## src/rtl/floo_ring_on_mesh_mcast_fork.sv

```systemverilog
//------------------------------------------------------------------------------
// Module   : floo_ring_on_mesh_mcast_fork
// Brief    : Zero-latency flit fork that replicates one flit to every output in its route mask.
// Revision : 1.0 - initial release
//------------------------------------------------------------------------------
`default_nettype none

module floo_ring_on_mesh_mcast_fork #(
  parameter int unsigned NumRoutes    = 5,
  parameter type         flit_t       = logic,
  parameter int unsigned DropCntWidth = 16
) (
  input  logic                    clk_i,
  input  logic                    rst_ni,
  input  logic                    valid_i,
  output logic                    ready_o,
  input  flit_t                   channel_i,
  input  logic [NumRoutes-1:0]    route_sel_i,
  output logic [NumRoutes-1:0]    valid_o,
  input  logic [NumRoutes-1:0]    ready_i,
  output flit_t                   channel_o,
  output logic                    busy_o,
  output logic                    drop_o,
  output logic [DropCntWidth-1:0] drop_cnt_o
);

  logic [NumRoutes-1:0]    r_sent;
  logic [DropCntWidth-1:0] r_drop_cnt;
  logic [NumRoutes-1:0]    w_pending;
  logic                    w_done;

  // Outputs that already took the current flit are masked so they never see it twice.
  assign w_pending  = route_sel_i & ~r_sent;
  assign valid_o    = {NumRoutes{valid_i}} & w_pending;
  assign ready_o    = ((w_pending & ~ready_i) == '0);
  assign channel_o  = channel_i;
  assign w_done     = valid_i & ready_o;
  assign drop_o     = valid_i & (route_sel_i == '0);
  assign busy_o     = |r_sent;
  assign drop_cnt_o = r_drop_cnt;

  always_ff @(posedge clk_i or negedge rst_ni) begin
    if (!rst_ni) begin
      r_sent <= '0;
    end else if (w_done) begin
      r_sent <= '0;
    end else if (valid_i) begin
      r_sent <= r_sent | (valid_o & ready_i);
    end
  end

  always_ff @(posedge clk_i or negedge rst_ni) begin
    if (!rst_ni) begin
      r_drop_cnt <= '0;
    end else if (drop_o && (r_drop_cnt != '1)) begin
      r_drop_cnt <= r_drop_cnt + DropCntWidth'(1);
    end
  end

`ifndef SYNTHESIS
  // The mask is locked per packet upstream; a change mid-delivery would corrupt the fork.
  logic [NumRoutes-1:0] r_route_sel_prev;

  always @(posedge clk_i) begin
    r_route_sel_prev <= route_sel_i;
    if (rst_ni && busy_o && (route_sel_i != r_route_sel_prev)) begin
      $warning("route_sel_i changed while a flit is partially delivered");
    end
  end
`endif

endmodule

`default_nettype wire
```

## config.mk

```make
export PLATFORM = sky130hd
export DESIGN_NAME = floo_ring_on_mesh_mcast_fork
export DESIGN_NICKNAME = d
export VERILOG_FILES = /design/src/rtl/floo_ring_on_mesh_mcast_fork.sv
export SDC_FILE = /design/constraint.sdc
export NUM_CORES = 1
export LEC_CHECK = 0
export CAP_MARGIN = 20
export CELL_PAD_IN_SITES_DETAIL_PLACEMENT = 0
export CELL_PAD_IN_SITES_GLOBAL_PLACEMENT = 2
export CORE_MARGIN = 8
export CORE_UTILIZATION = 29
export DETAILED_ROUTE_END_ITERATION = 6
export PLACE_DENSITY_LB_ADDON = 0.2
export SYNTH_ARGS = -nofsm -noshare
export SYNTH_HDL_FRONTEND = slang
export SYNTH_SLANG_ARGS = --single-unit
```

## constraint.sdc

```tcl
create_clock -name clk_i -period 3.76 [get_ports clk_i]
set_input_delay 0.752 -clock clk_i [delete_from_list [all_inputs] [get_ports clk_i]]
set_output_delay 0.752 -clock clk_i [all_outputs]
set_load 0.05 [all_outputs]
```

==> Word-level counts from Yosys, hierarchy flattened <==
Index checks and enable logic that the tools add are counted.
{ "op_classes": {"n_eq_ne": 1, "n_addsub": 1, "mux": 2, "n_bitwise": 9, "reduce_logical": 5} }
{ "ops": {"columns": ["operator", "n"], "rows": [
  ["$and A5 B5 Y5", 4],
  ["$add A16 B1 Y16 const B", 1],
  ["$ne A16 B16 Y1 const B", 1],
  ["$logic_not A5 Y1", 2],
  ["$mux W5", 2],
  ["$not A5 Y5", 2],
  ["$or A5 B5 Y5", 1],
  ["$reduce_or A5 Y1", 1],
  ["$and A1 B1 Y1", 2],
  ["$reduce_bool A2 Y1", 1],
  ["$logic_and A1 B1 Y1", 1]
]} }
{ "totals": {"in_bits": 14, "out_inout_bits": 25, "register_bits": 21} }

==> Depth between registers and ports, before layout <==
{ "logic_depth": {"depth_word": 7, "ltp_mapped": 6} }

==> Least setup slack after synthesis <==
Ideal clock, no wire load.
{ "synth_path": {"kind": "input to output", "startpoint": "input route_sel_i[0]", "endpoint": "output ready_o", "slack_ns": 0.924, "path_stages": 3, "t_required_ns": 3.008, "arrival_time_ns": 2.084, "path_cell_list": "nor3b_1 or4_1 nor2_1"} }
{ "synth_via": {"elab_chain_cells": 3} }
{ "synth_rtl": {"columns": ["item", "line", "text"], "rows": [
  ["from (decl)", "18", "input logic [NumRoutes-1:0] route_sel_i,"],
  ["$and A5 B5 Y5", "33", "assign w_pending = route_sel_i & ~r_sent;"],
  ["$and A5 B5 Y5", "35", "assign ready_o = ((w_pending & ~ready_i) == '0);"],
  ["$logic_not A5 Y1", "35", null],
  ["to (decl)", "16", "output logic ready_o,"]
]} }
No other way between the ends.

==> Worst setup path after layout <==
{ "layout_path": {"startpoint": "input valid_i", "endpoint": "output valid_o[4]"} }
{ "layout_via": {"elab_chain_cells": 1} }
{ "layout_rtl": {"columns": ["item", "line", "text"], "rows": [
  ["from (decl)", "15", "input logic valid_i,"],
  ["$and A5 B5 Y5", "34", "assign valid_o = {NumRoutes{valid_i}} & w_pending;"],
  ["to (decl)", "19", "output logic [NumRoutes-1:0] valid_o,"]
]} }
No other way between the ends.

==> flow_metrics.tcl <==
set metrics [dict create \
    dr.pass1.iters 4 \
    synth_nets 125 \
    crit_top_cell "clkdlybuf4s50_1" \
    async_reset_ff_frac 1.00 \
    syn_to_final_growth_pct 39.0 \
    synthCells 110 \
    finalWirelength_mm 2.82 \
    drive_above_1_share 0.108 \
    rsz0062_at_grt "false" \
    cts_resized 0 \
    synth_fa_ha_area_frac 0.0108 \
    post-route-period-util 0.821 \
    synth.area.top_cells "dfrtp_1 (45%), xor2_1 (9.8%), and3b_1 (3.8%), nor3b_1 (3.2%), nor4_2 (3.2%)" \
    drt_iter0_markers 12 \
    synth_xor_area_frac 0.0981 \
    clkSinkCount 21 \
    min_period_ns 3.09 \
    nNetsFinal 164 \
    startpoint_type "input pin" \
    path_max_fanout 7 \
    setup-violations-final 0 \
    path_buf_inv 2 \
    peakVddDrop_mv 0.153 \
    synth_simple_gate_area_frac 0.336 \
    stdcell_area_sq_um 1610 \
    synth-compound-area-share 0.0647 \
    cts_made_buffers 3 \
    hold_viol_final 0 \
    cp.arrival_ns 2.33 \
    syn_area_sq_um 1160 \
    max_freq_ghz 0.324 \
    synth_cell_types 27 \
    grt_pass1_vias 985 \
    path_delay_family "buffers and inverters" \
    slew_headroom 0.384 \
    clk_latency_ns 0.25 \
    crit_path_top_delay_cell "clkdlybuf4s50_1" \
    cts_tree "yes" \
    max_stage_delay_ns 0.81 \
    vias 956 \
    die_w_um 79.3 \
    path_clk_slew_ns 0.07 \
    grt_overflow 0 \
    synth_top_cell_by_area "dfrtp_1" \
    die_y_um 79.3 \
    p_leak_nw 0.734 \
    synth.avg_cell_area_sq_um 10.6 \
    cts_setup_buffers 0 \
    routedWlPerCell_um 14.2 \
    htree_levels 1 \
    port_buffers 36 \
    ios 39 \
    synth-edff-count 0 \
    grt_pass1_wl_mm 4.79 \
    drv_slew 0 \
    viasPerCell 4.83 \
    netlist.area_leader.share 0.453 \
    place_hpwl_mm 2.23 \
    max_slew.worst_pin.slew_ns 0.920 \
    antenna_cells 0 \
    clockBufferDepth 2 \
    seq_area_frac_synth 0.453 \
    placed_area_sq_um 1570 \
    grt_max_degree 22 \
    critPathKind "input pin to output port" \
    ys.flop_type "dfrtp_1" \
    start_util 0.297 \
    synth_seq_cells 21 \
    critPathRequiredTime_ns 3.01 \
    coreArea_sq_um 3910 \
    hold_path.class "flip-flop to flip-flop" \
    status "completed" \
    cp_cell_sequence "clkdlybuf4s50_1 -> and3b_1 -> clkdlybuf4s50_1" \
    drv_cap 0 \
    die_area_sq_um 6280 \
    drc 0 \
    ys_warn_count 0 \
    place_congestion 0.691 \
    holdBufCountCts 0 \
    rows 23 \
    finClkSkew_ns 0.00378 \
    cp-end-kind "output port" \
    power.density_nw_per_um2 413 \
    ant_nets 0 \
    cts_root_buf "clkbuf_8" \
    fin_tns_setup_ns 0 \
    synth.area.mux_share 0.0194 \
    grt_antenna_before_repair 0 \
    synth_top_family_by_area "simple AND/OR/NAND/NOR gates" \
    track_usage 0.0929 \
]
-- logic make-up after synthesis --
kind of cell,Yosys count
AND/OR/NAND/NOR,56
flip-flops,21
AO/OA/AOI/OAI,13
XOR/XNOR,13
buffers and inverters,4
multiplexers,2
adder cells (fa/ha/maj),1
-- sequential cells by signal, indices dropped and copies added (netlist names) --
name        cells
drop_cnt_o     16
r_sent          5
-- where the power goes --
part           total (mW)  switching, mW  internal (mW)
registers           0.289         0.0333          0.255
logic               0.233          0.145         0.0876
clock network       0.145         0.0697         0.0753
-- metal layers --
metal  vias to the layer above  GRT usage  share of wire
met5                         -          0              0
met4                         0     0.0333         0.0057
met3                         2     0.0282          0.072
met2                        27      0.151           0.48
met1                       452      0.113           0.45
li1                        475          -              -
-- metrics by stage --
stage | std cells | setup slack (ns) | power, mW | util | hold WS [ns]
floorplan | 110 | 0.924 | 0.442 | - | 0.456
global placement | 194 | 0.670 | 0.528 | 0.401 | 0.471
detailed placement | 194 | 0.657 | 0.531 | 0.401 | 0.490
CTS | 198 | 0.661 | 0.678 | 0.412 | 0.502
global route | 198 | 0.599 | 0.703 | 0.412 | 0.515
finish | 198 | 0.674 | 0.667 | 0.412 | 0.489
-- worst paths after layout --
kind / slack (ns) / cells after the start / startpoint / to
max: 0.67 / 3 / valid_i / valid_o[4]
min: 0.49 / 1 / drop_cnt_o[4] / drop_cnt_o[4]
max reg2reg: 1.71 / 6 / drop_cnt_o[0] / drop_cnt_o[1]
min reg2reg: 0.49 / 1 / drop_cnt_o[4] / drop_cnt_o[4]
max in group asynchronous: 2.19 / 1 / rst_ni / r_sent[0]
min in group asynchronous: 1.01 / 1 / rst_ni / drop_cnt_o[15]
-- Yosys cell counts (all sizes together) (4+ instances only) --
| cell | instances |
|---|---|
| and3b | 5 |
| nor2 | 9 |
| xor2 | 13 |
| nand2 | 8 |
| dfrtp | 21 |
| a211oi | 4 |
| nand4 | 5 |
| nor3 | 6 |
| nand3 | 6 |
| nor3b | 6 |
| a21oi | 7 |
-- final cells by class --
cell class | instances | area [sq um]
multi-input cells | 85 | 614
flip-flops and latches | 21 | 526
clock buffers | 4 | 45.0
inverters | 1 | 3.75
fillers | 417 | 2300
well taps | 50 | 62.6
repair buffers | 37 | 363
-- placed cells by master, fill, tap and decap left out, drive strengths merged --
master and n:
o21ai 2, and3 1, ha 1, nor3 6, xor2 13, nor3b 6
or4 1, inv 1, nand2 8, a211oi 4, clkdlybuf4s50 34, and4 2
and2 2, clkbuf 4, nor4 3, nand3 6, nor4b 2, nand4 5
buf 3, dfrtp 21, mux2 2, a21oi 7, and3b 5, nor2 9
Power figures use the tool's default switching activity.
